==> config.mk <==
export PLATFORM = sky130hd
export DESIGN_NAME = cordic_req_sched
export DESIGN_NICKNAME = d
export VERILOG_FILES = /design/src/rtl/cordic_req_sched.sv
export SDC_FILE = /design/constraint.sdc
export NUM_CORES = 1
export LEC_CHECK = 0
export CAP_MARGIN = 25
export CORE_ASPECT_RATIO = 2
export CORE_MARGIN = 3
export CORE_UTILIZATION = 43
export CTS_CLUSTER_SIZE = 12
export DETAILED_ROUTE_END_ITERATION = 10
export PLACE_DENSITY_LB_ADDON = 0.08
export SYNTH_ARGS = -nofsm -noshare
export SYNTH_HDL_FRONTEND = slang
export SYNTH_SLANG_ARGS = --single-unit
export TNS_END_PERCENT = 1
==> constraint.sdc <==
create_clock -name clk -period 4.6 [get_ports clk]
set_input_delay 1.38 -clock clk [delete_from_list [all_inputs] [get_ports clk]]
set_output_delay 1.38 -clock clk [all_outputs]
set_load 0.02 [all_outputs]
==> src/rtl/cordic_req_sched.sv <==
`default_nettype none
// ============================================================================
// Module      : cordic_req_sched
// Description : Round-robin scheduler sharing one folded CORDIC cosine
//               accelerator between N_REQ requesters. It handles one operand
//               at a time: accept, start pulse, fixed-latency wait, capture,
//               then a one-cycle response to the granted requester.
// Revision    : 1.0 - initial release
// ============================================================================
module cordic_req_sched #(
    parameter int N_REQ   = 4,
    parameter int ACC_LAT = 6
) (
    input  logic                 clk,
    input  logic                 reset,
    input  logic                 clk_en,
    input  logic [N_REQ-1:0]     req_valid,
    input  logic [32*N_REQ-1:0]  req_data,
    output logic [N_REQ-1:0]     req_ready,
    output logic [N_REQ-1:0]     rsp_valid,
    output logic [31:0]          rsp_data,
    output logic                 acc_clk_en,
    output logic                 acc_start,
    output logic [31:0]          acc_x_ft,
    input  logic [31:0]          acc_y_ft,
    output logic                 busy,
    output logic [15:0]          done_count
);

    localparam int GW = (N_REQ > 2) ? $clog2(N_REQ) : 1;

    localparam logic [1:0] ST_IDLE  = 2'd0;
    localparam logic [1:0] ST_ISSUE = 2'd1;
    localparam logic [1:0] ST_WAIT  = 2'd2;
    localparam logic [1:0] ST_RESP  = 2'd3;

    localparam logic [7:0]       C_LAT_LOAD = 8'(ACC_LAT - 1);
    localparam logic [GW-1:0]    C_LAST_REQ = GW'(N_REQ - 1);
    localparam logic [N_REQ-1:0] C_ONE      = N_REQ'(1);

    logic [1:0]    r_state;
    logic [1:0]    w_state_nxt;
    logic [GW-1:0] r_rr_ptr;
    logic [GW-1:0] r_gnt;
    logic [7:0]    r_lat_cnt;
    logic [31:0]   r_op;
    logic [31:0]   r_res;
    logic [15:0]   r_done_count;
    logic [GW-1:0] w_gnt;
    logic          w_found;

    // Round-robin arbiter: first valid requester at or above rr_ptr, wrapping.
    always_comb begin
        int idx;
        w_gnt   = '0;
        w_found = 1'b0;
        idx     = 0;
        for (int i = 0; i < N_REQ; i++) begin
            idx = int'(r_rr_ptr) + i;
            if (idx >= N_REQ) idx = idx - N_REQ;
            if (!w_found && req_valid[idx]) begin
                w_found = 1'b1;
                w_gnt   = GW'(idx);
            end
        end
    end

    // State register; reset wins over clk_en, clk_en freezes everything else.
    always_ff @(posedge clk) begin
        if (reset)       r_state <= ST_IDLE;
        else if (clk_en) r_state <= w_state_nxt;
    end

    // Next-state logic.
    always_comb begin
        w_state_nxt = r_state;
        case (r_state)
            ST_IDLE:  if (w_found) w_state_nxt = ST_ISSUE;
            ST_ISSUE: w_state_nxt = ST_WAIT;
            ST_WAIT:  if (r_lat_cnt == 8'd0) w_state_nxt = ST_RESP;
            ST_RESP:  w_state_nxt = ST_IDLE;
            default:  w_state_nxt = ST_IDLE;
        endcase
    end

    // Outputs; strobes are masked by clk_en so nothing fires on a frozen cycle.
    always_comb begin
        req_ready = '0;
        rsp_valid = '0;
        acc_start = 1'b0;
        rsp_data  = '0;
        if (clk_en && r_state == ST_IDLE && w_found) req_ready = C_ONE << w_gnt;
        if (clk_en && r_state == ST_ISSUE)           acc_start = 1'b1;
        if (clk_en && r_state == ST_RESP)            rsp_valid = C_ONE << r_gnt;
        if (r_state == ST_RESP)                      rsp_data  = r_res;
    end

    // Datapath: operand/result capture, latency counter, pointer and tally.
    always_ff @(posedge clk) begin
        if (reset) begin
            r_rr_ptr     <= '0;
            r_gnt        <= '0;
            r_lat_cnt    <= '0;
            r_op         <= '0;
            r_res        <= '0;
            r_done_count <= '0;
        end else if (clk_en) begin
            case (r_state)
                ST_IDLE: begin
                    if (w_found) begin
                        r_gnt <= w_gnt;
                        r_op  <= req_data[{w_gnt, 5'd0} +: 32];
                    end
                end
                ST_ISSUE: r_lat_cnt <= C_LAT_LOAD;
                ST_WAIT: begin
                    if (r_lat_cnt == 8'd0) r_res <= acc_y_ft;
                    else                   r_lat_cnt <= r_lat_cnt - 8'd1;
                end
                ST_RESP: begin
                    r_done_count <= r_done_count + 16'd1;
                    r_rr_ptr     <= (r_gnt == C_LAST_REQ) ? '0 : r_gnt + GW'(1);
                end
                default: ;
            endcase
        end
    end

    assign acc_clk_en = clk_en;
    assign acc_x_ft   = r_op;
    assign busy       = (r_state != ST_IDLE);
    assign done_count = r_done_count;

endmodule
`default_nettype wire

==> impl_results.md <==
* Mapped Avg Cell Area at 7.99 um^2
* IO Pins at 258
* IR drop worst, VDD at roughly 0.27 mV
* Proportion of layout cells with a drive suffix above 1 at 6.41%
* Number of enable flip-flop cells after synthesis at 0
* Initial Utilization at 44.2%
* CP arrival at 3200 ps
* Buf/Inv on CP at 3
* Slew @ Worst Pin at a little over 1000 ps
* CTS tree: done
* Pin count of the biggest net entering global routing at 64
* Total GRT Usage at 27.3%
* Area of the mapped netlist at 5020 um^2
* Top sig layer: met4
* Antenna-violating nets left at 0
* Final setup viols at 0
* Die width at a little over 80 um
* Synth area leader: dfxtp_1
* Grt total ovfl at 0
* WP data required at 3220 ps
* Clock Sinks at 94
* PwrDens at around 270 nW/um^2
* CORE AREA at 11,400 um^2
* Final core utilization at 70.9%
* Max-slew violation count at 0
* Via Count at 5,430
* Sequential area share after synthesis at a little under two fifths
* HPWL after detailed placement at 13.8 mm
* Flops & latches, synth at 94
* Kind of critical path: in2out
* Post-DR wirelength/cell at 17.4 um
* Post-synth top area share at 37.5%
* Top cells by count, synth: nand2_1 (114), dfxtp_1 (94), a21oi_1 (44)
* Post-Route M1 WL at 6.20 mm
* Root buf cell: clkbuf_16
* Number of port buffers at 257
* Syn. warnings at 0
* CP Cell Sequence: clkdlybuf4s50_1 -> buf_4 -> or4_1 -> and3_1 -> nand2_1 -> nor3_1 -> clkdlybuf4s15_1
* Dpl cells at 1,000
* Area added between synthesis and finish at 60.5%
* Clock Path Buffers at 2
* Initial antenna violation count at 4
* Clock Pin Slew Worst Setup and Hold Paths at roughly 70 ps
* Leak at 3.01 nW
* DR pass1 iterations at 4
* CP startpoint kind: input pin
* CTS H-tree depth at 3
* Fin cells at approximately 1k
* Placement row count at 55
* Met2 WL at between 9 and 10 mm
* Fin Clk Skew at between 8 and 9 ps
* TNS Setup at 0 ps
* Post-layout net count at 1,048
* Avg Vias per Cell at 5.32
* Final WL at 17.8 mm
* Number of global-route vias before repair at 5,578
* # Max-Cap Violations at 0
* Ys flop type: dfxtp_1
* First-pass GRT wire length at roughly 28 mm
* Fin. Hold Viols at 0
* Syn_nets at 807
* Routability cong. at 0.882
* Hold crit path type: reg2reg
* CTS buffer count at 9
* Synth area leaders: dfxtp_1 (38%), nand2_1 (8.5%), mux2i_1 (6.6%), nor3b_1 (4.8%), o211ai_1 (4.6%)
* CP Max Fanout at 3
* Max frequency at 218 MHz
* Mapped Cells at 628
* Family with the most delay on the worst path: simple AND/OR/NAND/NOR gates
* DIE AREA at 13,100 um^2
* Starting DRC count in detailed routing at 189
* Skew-Pair Late Insertion Delay at 350 ps
* Max transition margin at a little under a third
* Worst path slowest cell: or4_1
* DRC Markers at 0
* RSZ-0062 raised after global routing: yes
* Die Span Y at 159 um
* Status: finished, final reports clean
* Count leader, synth: nand2_1
* Synth async-reset ratio at 0%
* Post-synthesis cell type count at 43
* Setup bufs post-CTS at 0
* CP endpoint kind: output pin
* Final Critical Period at 4580 ps
* Routed length on met3 at 1.29 mm
* Max stage delay on crit path at 500 ps
* Final Cycle Share at 99.5%
where the power goes:
part / internal (mW) / switching [mW]
clock network: 0.379 / 0.353
registers: 0.860 / 0.0315
logic: 0.278 / 0.233
total: 1.52 / 0.618
cells in the final DEF (no fill, tap or decap), types with 7 or more instances in the layout:
| cell | n |
|---|---|
| inv_1 | 11 |
| clkbuf_16 | 9 |
| o21ai_0 | 32 |
| buf_4 | 22 |
| nor2_1 | 27 |
| nor3b_1 | 32 |
| nand2_1 | 114 |
| a21oi_1 | 44 |
| o211ai_1 | 31 |
| nor3_1 | 7 |
| nand3_1 | 8 |
| dfxtp_1 | 94 |
| clkdlybuf4s50_1 | 251 |
| xor2_1 | 14 |
| o21a_1 | 31 |
| and2_1 | 32 |
| ha_1 | 12 |
| mux2i_1 | 33 |
logic make-up (layout without fill, tap and decap cells):
kind of cell / count (synthesis) / in the layout / synth area share (%)
simple gates: 259 / 259 / 25.9
compound gates: 152 / 152 / 19.0
flops: 94 / 94 / 37.5
buf+inv: 60 / 306 / 4.79
mux: 34 / 34 / 6.81
xor+xnor: 17 / 17 / 2.97
fa+ha+maj: 12 / 12 / 2.99
other cells: 0 / 4 / 0
metal layers:
layer  vias up  global-route usage [%]
met5         -                       0
met4         0                    14.4
met3        42                    7.43
met2       207                    48.7
met1      2530                    27.3
li1       2651                       -
final timing paths:
check                             startpoint  slack, ps             to  depth (start not counted)
worst max-delay path            req_valid[1]         20   req_ready[3]                          7
worst min-delay path               r_res[31]        450      r_res[31]                          2
worst min register to register     r_res[31]        450      r_res[31]                          2
worst max register to register    r_state[0]       1670  done_count[8]                          5
registers in the layout (all words and copies together) (netlist names):
register	count
acc_x_ft	32
r_res	32
done_count	16
r_lat_cnt	8
r_gnt	2
r_rr_ptr	2
r_state	2
per-stage QoR:
| stage | area [um^2] | total power, mW | hold WS, ps | setup WS, ps |
|---|---|---|---|---|
| 5_1_grt | 8050 | 2.23 | 474 | -22.0 |
| 2_1_floorplan | 5020 | 1.14 | 432 | 456 |
| 3_5_place_dp | 7760 | 1.42 | 442 | -282 |
| 3_3_place_gp | 7760 | 1.40 | 437 | -247 |
| 6_report | 8050 | 2.14 | 450 | 21.8 |
| 4_1_cts | 8050 | 2.15 | 452 | 3.06 |
worst min-delay path: stages (launching register included):
cell and delay (ps):
dfxtp_1 310, nand2_1 50, a21oi_1 50
area by class of cell:
cell class / instances / area (um^2)
clock inverters: 7 / 62.6
flip-flops and latches: 94 / 1880
repair buffers: 279 / 2720
clock buffers: 9 / 225
multi-input cells: 474 / 2930
well taps: 142 / 178
inverters: 11 / 41.3
fillers: 963 / 3300
diodes: 4 / 10.0
what timing repair did:
| item | in CTS | in global routing |
|---|---|---|
| hold buffers | 0 | 0 |
| endpoints found under the hold margin | 0 | 0 |
| resized for setup | 8 | 4 |
| endpoints found under the setup margin | 4 | 3 |
No activity file was read; power rests on OpenSTA's default activity.
